### src/rtl/wptr_full_ctrl.sv
// ---------------------------------------------------------------------------
// wptr_full_ctrl
// Write-side pointer and full-flag generator for an asynchronous FIFO, living
// entirely in the write clock domain.
//
// Ports:
//   clk              write-domain clock, all state updates on the rising edge
//   rst_n            asynchronous active-low reset
//   winc             write request from the producer
//   rptr_gray_async  read pointer in Gray code, asynchronous to clk
//   waddr            memory write address (low bits of the binary pointer)
//   wen              memory write strobe (combinational)
//   wptr_gray        registered Gray write pointer exported to the read domain
//   wfull            registered full flag
//   wlevel           pessimistic occupancy, 0 .. 2^ADDR_WIDTH
// ---------------------------------------------------------------------------
module wptr_full_ctrl #(
    parameter int unsigned ADDR_WIDTH = 4
) (
    input  logic                  clk,
    input  logic                  rst_n,
    input  logic                  winc,
    input  logic [ADDR_WIDTH:0]   rptr_gray_async,
    output logic [ADDR_WIDTH-1:0] waddr,
    output logic                  wen,
    output logic [ADDR_WIDTH:0]   wptr_gray,
    output logic                  wfull,
    output logic [ADDR_WIDTH:0]   wlevel
);

    localparam int unsigned PW = ADDR_WIDTH + 1;

    logic [PW-1:0] wbin;
    logic [PW-1:0] wbin_next;
    logic [PW-1:0] wgray_next;
    logic [PW-1:0] rq1;
    logic [PW-1:0] rq2;
    logic [PW-1:0] rbin_s;
    logic [PW-1:0] full_cmp;
    logic          wfull_next;

    // No memory strobe can escape while reset is asserted.
    assign wen = winc & ~wfull & rst_n;

    always_comb begin
        wbin_next  = wbin + {{ADDR_WIDTH{1'b0}}, wen};
        wgray_next = wbin_next ^ (wbin_next >> 1);
        // Full when the write pointer is exactly one lap ahead of the synced
        // read pointer: in Gray code that means the top two bits inverted.
        full_cmp   = {~rq2[PW-1:PW-2], rq2[PW-3:0]};
        wfull_next = (wgray_next == full_cmp);
    end

    // Gray-to-binary: each binary bit is the XOR of all Gray bits at or above it.
    always_comb begin
        rbin_s = '0;
        for (int i = 0; i < PW; i++) begin
            rbin_s[i] = ^(rq2 >> i);
        end
    end

    // Lags real reads by the synchronizer depth, so it can only over-report.
    assign wlevel = wbin - rbin_s;
    assign waddr  = wbin[ADDR_WIDTH-1:0];

    always_ff @(posedge clk or negedge rst_n) begin
        if (!rst_n) begin
            wbin      <= '0;
            wptr_gray <= '0;
            rq1       <= '0;
            rq2       <= '0;
            wfull     <= 1'b0;
        end else begin
            wbin      <= wbin_next;
            wptr_gray <= wgray_next;
            // Two-flop synchronizer; rq1 must feed nothing but rq2.
            rq1       <= rptr_gray_async;
            rq2       <= rq1;
            wfull     <= wfull_next;
        end
    end

endmodule

### config.mk
export PLATFORM = sky130hd
export DESIGN_NAME = wptr_full_ctrl
export DESIGN_NICKNAME = d
export VERILOG_FILES = /design/src/rtl/wptr_full_ctrl.sv
export SDC_FILE = /design/constraint.sdc
export NUM_CORES = 1
export LEC_CHECK = 0
export CAP_MARGIN = 25
export CORE_MARGIN = 3
export CORE_UTILIZATION = 50
export CTS_BUF_LIST = sky130_fd_sc_hd__clkbuf_4
export DETAILED_ROUTE_END_ITERATION = 8
export PLACE_DENSITY = 0.82
export SLEW_MARGIN = 20
export SYNTH_ARGS = -nofsm -noshare
export SYNTH_HDL_FRONTEND = slang
export SYNTH_SLANG_ARGS = --single-unit
### constraint.sdc
create_clock -name clk -period 5.8 [get_ports clk]
set_input_delay 1.16 -clock clk [delete_from_list [all_inputs] [get_ports clk]]
set_output_delay 1.16 -clock clk [all_outputs]
set_load 0.005 [all_outputs]
==> run metrics, run 1 <==
WHS Endpoint=rq2[1]$_DFF_PN0_; Yosys warnings=0; vias in the first global route=626; Max Freq=236 MHz; met3 Use GR=2.75%; internal cell power=between 0.0004 and 0.0005 W; final cycle utilization of the critical path=about three quarters; synthesized instance count=73; CTS HTree Levels=1; DR WL/cell=12.1 um; reg2reg path depth=7; ant diodes=0; Final Hold Viols=0; 1st-pass router iterations=4; sequential share of the synthesized area=54.1%; grt ovf=0; RSZ-0062 raised after global routing=false; Net Sw Power=0.000224 W; Max-Cap Viols=0; Synth Area in Simple Gates=5.14%; hold buffers post-CTS=0; die height=49.0 um; peak supply drop=0.336 mV; WHS Path Cells=0; clock sinks=20; final net count=about 120; clk_lat worst skew=0.30 ns; Longest Clk Path Bufs=2; reg2reg end=wfull$_DFF_PN0_; Initial Util=56.8%; Sequential Power Share=about a third; PwrDens=535 mW/mm^2; Comb power frac=between 50 and 60%; mean post-synth cell area=12.7 sq um; DRT antenna net count=0; flop2flop setup slack=3.60 ns; LEAKAGE=0.559 nW; Max Slew Vio Count=0; area occupied by multi-input gates=390 sq um; clock share of power=10.0%; Core Util, Final=approximately 75%; Reg clk slew, reported paths=0.11 ns; layer with the highest usage=met2; fillers=125; die area=0.00240 sq mm; first-pass GRT wire length=2750 um; met1 GRT Util=19.6%; Via Count=612; Rel. slew slack=75.6%; Die W=49.0 um; DRT Wirelength=1510 um; Yosys cell types=15; setup ws final=1.56 ns; largest net degree at the start of global routing=22; total power=~0.00065 W; Critical Path Start Type=flip-flop; share of cells above drive strength 1=6.93%; Tmin final=4.24 ns; status=finished, final reports clean; Synth Area in Adders=10.3%; Reg area=500 sq um; clock buffer count from CTS=3; setup violators final=0; hpwl dp=1200 um; Post-CTS Setup Bufs=0; Synth Net Count=88; type of the worst min-delay path=flip-flop to flip-flop; Synth Cell Area=around 920 sq um; IO Pins=24; Root Buffer=clkbuf_4; DRC=0; GR Util All Layers=~15%; skew final=~0.006 ns; Area growth syn-to-layout=31.8%; core area=0.00163 sq mm; FF-to-FF Start=wfull$_DFF_PN0_; PortBufs=23; Worst Hold Launch=rq1[1]$_DFF_PN0_; met2 usage=24.7%; pre-CTS WS=1.89 ns; slew of the pin with the lowest slew margin=about 0.37 ns; TritonCTS clock tree=yes; TNS Setup=0 ns; CP required=4.64 ns; Vias/cell=4.90; main combinational cell family by area after synthesis=XOR/XNOR gates; synthesized flop and latch total=20; XOR/XNOR Fraction of Synth Area=between 20 and 25%; num rows=14; initial DRC count=1; Critical Path AT=3.08 ns; Synth Area in Compound Gates=under 10%; Max FO, Critical Path=4; GP Congestion=roughly 0.7; Worst Path Class, Setup=flip-flop to output pin; Resize count post-CTS=0; initial antenna violation count=0; multiplexer share of the synthesized area=0%; crit end category=output pin; switching part of the total=34.4%
[power by group through the flow]
| stage | combinational (W) | sequential, W | clock, W |
|---|---|---|---|
| 3_5_place_dp | 0.000377 | 0.000216 | 0 |
| 3_3_place_gp | 0.000368 | 0.000213 | 0 |
| 4_1_cts | 0.000381 | 0.000213 | 0.0000671 |
| 6_report | 0.000374 | 0.000213 | 0.0000650 |
| 5_1_grt | 0.000415 | 0.000219 | 0.0000740 |
| 2_1_floorplan | 0.000194 | 0.000214 | 0 |
[layout by cell type, fill, tap and decap left out, types with 3 or more instances in the layout]
cell and n:
clkbuf_4 3, clkdlybuf4s50_1 23, dfrtp_1 20, ha_1 6, inv_1 9, nand2_1 3, nand3_1 4, xnor2_1 10
xor2_1 10
[routing by layer]
metal,vias to the layer above,routed length [um]
met4,0,19
met3,4,61
met2,17,729
li1,287,-
met1,304,697
met5,-,0
[worst max-delay path, stage by stage, from the launching register on]
cell	delay (ns)
dfrtp_1	0.46
xnor2_2	0.21
xor2_1	0.23
xor2_1	0.30
xnor2_1	0.10
ha_1	0.21
fa_1	0.40
inv_1	0.07
a21o_1	0.10
a21oi_1	0.07
xnor2_1	0.13
clkdlybuf4s50_1	0.51
[stage by stage]
| step | cells | area (sq um) | hold WS [ns] |
|---|---|---|---|
| after floorplan | 73 | 925 | 0.331 |
| after global placement | 121 | 1190 | 0.332 |
| after detailed placement | 121 | 1190 | 0.336 |
| after CTS | 125 | 1220 | 0.359 |
| after global routing | 125 | 1220 | 0.371 |
| final | 125 | 1220 | 0.356 |
[state kept, by name, indices dropped and copies added, names as in the netlist]
register	count
rq2	5
rq1	5
wptr_gray	4
wbin	5
wfull	1
[worst max path at each step]
stage,startpoint,to,slack (ns),cells past startpoint
2_1_floorplan,rq2[4]$_DFF_PN0_,wlevel[4],2.50,10
3_3_place_gp,rq2[4]$_DFF_PN0_,wlevel[4],1.95,11
3_5_place_dp,rq2[4]$_DFF_PN0_,wlevel[4],1.89,11
4_1_cts,rq2[4]$_DFF_PN0_,wlevel[4],1.55,11
5_1_grt,rq2[4]$_DFF_PN0_,wlevel[4],1.32,11
6_report,rq2[4]$_DFF_PN0_,wlevel[4],1.56,11
[synth_stat cells, drive strengths merged]
cell type	instances	area, sq um
dfrtp	20	500
xnor2	11	104
xor2	11	104
inv	9	33.8
ha	6	75.1
nand3	4	20.0
nand2	3	11.3
a21o	2	15.0
a21oi	2	10.0
or3	2	12.5
a221oi	1	15.0
fa	1	20.0
nor2	1	3.75
[cell type report]
type	count	share of cell area, %
clock inverter	1	0.308
sequential	20	41.1
multi-input combinational	44	32.0
timing repair buffer	24	19.5
tap	24	2.46
clock buffer	3	1.85
inverter	9	2.77
[logic make-up after synthesis]
kind of cell	Yosys count
xor gates and xnor gates	22
and+or+nand+nor	10
DFF	20
AOI/OAI and AO/OA	5
buffers and inverters	9
adders and majority gates	7
Power figures use the tool's default switching activity.
==> run 2, diff against run 1 <==
--- a/config.mk
+++ b/config.mk
@@ -7,10 +7,10 @@
 export LEC_CHECK = 0
 export CAP_MARGIN = 25
 export CORE_MARGIN = 3
-export CORE_UTILIZATION = 50
+export CORE_UTILIZATION = 44
 export CTS_BUF_LIST = sky130_fd_sc_hd__clkbuf_4
 export DETAILED_ROUTE_END_ITERATION = 8
-export PLACE_DENSITY = 0.82
+export PLACE_DENSITY = 0.76
 export SLEW_MARGIN = 20
 export SYNTH_ARGS = -nofsm -noshare
 export SYNTH_HDL_FRONTEND = slang
==> constraint.sdc (replaced) <==
create_clock -name clk -period 3.8 [get_ports clk]
set_input_delay 0.76 -clock clk [delete_from_list [all_inputs] [get_ports clk]]
set_output_delay 0.76 -clock clk [all_outputs]
set_load 0.005 [all_outputs]
==> run 2 against run 1 <==
Clock skew down 0.0036 ns. Sequential share of layout area down 2.0 points. Flip-flop and latch count unchanged. Utilization down 5.6 points. Global-route usage down 0.59 points. Final cell count up 3.2%. Wire length up 1.8%. Clock power up 39%. Sequential power up 54%. Register-to-register slack worse by 2.0 ns. Critical endpoint is now wlevel[3].
==> run metrics, run 2 (synthesized netlist as in run 1, its figures left out) <==
largest net degree at the start of global routing=21; biggest regs=rq1: 5 flops, rq2: 5 flops, wbin: 5 flops; hpwl dp=1210 um; Initial Util=between 40% and 50%; Core Util, Final=69.2%; Placed Area=0.00119 sq mm; Critical Path Start Type=flip-flop; status=finished, final reports clean; final net count=121; area occupied by multi-input gates=425 sq um; CP required=3.04 ns; Crit path largest cell delay=0.52 ns; Longest Clk Path Bufs=2; Rel. slew slack=between 70% and 80%; met2 routed WL=776 um; core area=0.00186 sq mm; DR WL/cell=11.9 um; first-pass GRT wire length=2750 um; Vias/cell=4.74; IO Pins=24; TritonCTS clock tree=yes; Worst Path Class, Setup=flip-flop to output pin; commonest non-fill, non-tap cell in the layout=clkdlybuf4s50_1; post-layout instance area=0.00129 sq mm; RSZ-0062 raised after global routing=false; Tmin final=between 3 and 4 ns; wire length on met1=between 600 and 700 um; GP Congestion=0.691; crit-path cells=xnor2_4 > xor2_2 > xor2_2 > buf_4 > buf_4 > ha_1 > a21o_1 > a21oi_1 > xnor2_1 > clkdlybuf4s50_1; initial antenna violation count=0; slowest CP cell=clkdlybuf4s50_1; Root Buffer=clkbuf_4; Placed Cells=122; grt ovf=0; Critical Path AT=2.81 ns; type of the worst min-delay path=flip-flop to flip-flop; PortBufs=23; setup violators final=0; met3 wire length=84 um; crit end category=output pin; num rows=15; PwrDens=782 mW/mm^2; slew of the pin with the lowest slew margin=0.314 ns; clock sinks=20; Area growth syn-to-layout=39.1%; Max FO, Critical Path=2; LEAKAGE=between 0.5 and 0.6 nW; Reg clk slew, reported paths=0.09 ns; GR Util All Layers=14.4%; Max-Cap Viols=0; initial DRC count=6; skew final=0.00259 ns; 1st-pass router iterations=4; clk_lat worst skew=0.28 ns; peak supply drop=0.441 mV; fillers=approximately 130; TNS Setup=0 ns; vias in the first global route=654; final cycle utilization of the critical path=93.8%; Max Freq=approximately 280 MHz; die area=0.00269 sq mm; hold buffers post-CTS=0; DRC=0; commonest cells after routing, fill and taps aside=22 x clkdlybuf4s50_1, 18 x dfrtp_1, 10 x xnor2_1; die height=51.8 um; Max Slew Vio Count=0; DRT antenna net count=0; CTS HTree Levels=1; share of cells above drive strength 1=17.3%; DRT Wirelength=1540 um; ant diodes=0; Die W=51.8 um; Top Metal Used=met4; Post-Layout Cell Count=129; Reg area=503 sq um; Final Hold Viols=0; clock buffer count from CTS=3; Via Count=612
## run 2: changes by cell type in the layout (fill, tap and decap cells not counted), sizes merged
cell | previous run | this run
buf | 1 | 5
clkdlybuf4s50 | 23 | 22
clkinv | 1 | 0
dlymetal6s2s | 0 | 1
## run 2: metal layers
layer / track usage [%] / vias to the layer above
li1: - / 294
met1: 15.4 / 288
met2: 24.3 / 24
met3: 2.87 / 6
met4: 11.8 / 0
met5: 0 / -
## run 2: path summary, 6_finish.rpt
check	depth (start not counted)	endpoint	start	slack (ns)
setup / recovery	10	wlevel[3]	rq2[3]$_DFF_PN0_	0.23
hold / removal	0	rq2[0]$_DFF_PN0_	rq1[0]$_DFF_PN0_	0.35
setup reg to reg	7	wfull$_DFF_PN0_	wfull$_DFF_PN0_	1.58
hold reg to reg	0	rq2[0]$_DFF_PN0_	rq1[0]$_DFF_PN0_	0.35
max in group asynchronous	2	rq2[4]$_DFF_PN0_	rst_n	2.69
min in group asynchronous	2	wbin[2]$_DFF_PN0_	rst_n	0.90
## run 2: timing repair
| action | 4_1_cts | 5_1_grt |
|---|---|---|
| endpoints found under the setup margin | 1 | 1 |
| setup buffers | 2 | 2 |
| resized for setup | 0 | 9 |
| gates cloned | 0 | 0 |
| pin swaps | 2 | 4 |
## run 2: cell type report
cell class                      count  share of cell area [%]
Tap cell                           25                    2.43
Sequential cell                    20                    39.1
Inverter                            9                    2.63
Clock buffer                        3                    1.75
Timing Repair Buffer               28                    21.0
Multi-Input combinational cell     44                    33.1
## run 2: critical path, delay by kind of cell, from the launching register on
family / cells / cell delay (ns)
AO/OA/AOI/OAI: 2 / 0.35
XOR/XNOR: 4 / 0.66
adder cells (fa/ha/maj): 1 / 0.27
buffers and inverters: 3 / 0.78
flip-flops: 1 / 0.46
## run 2: power by group
part	internal (W)	leakage, nW	switching [W]
clock network	0.0000368	0.0138	0.0000536
logic	0.000354	0.336	0.000235
registers	0.000272	0.236	0.0000550
## run 2: stage by stage
stage	setup slack, ns	power (W)	hold WS (ns)
final	0.234	0.00101	0.355
after global routing	0.0626	0.00110	0.372
after CTS	0.00795	0.00101	0.358
after detailed placement	0.271	0.000903	0.336
after global placement	0.286	0.000883	0.331
after floorplan	0.899	0.000622	0.331
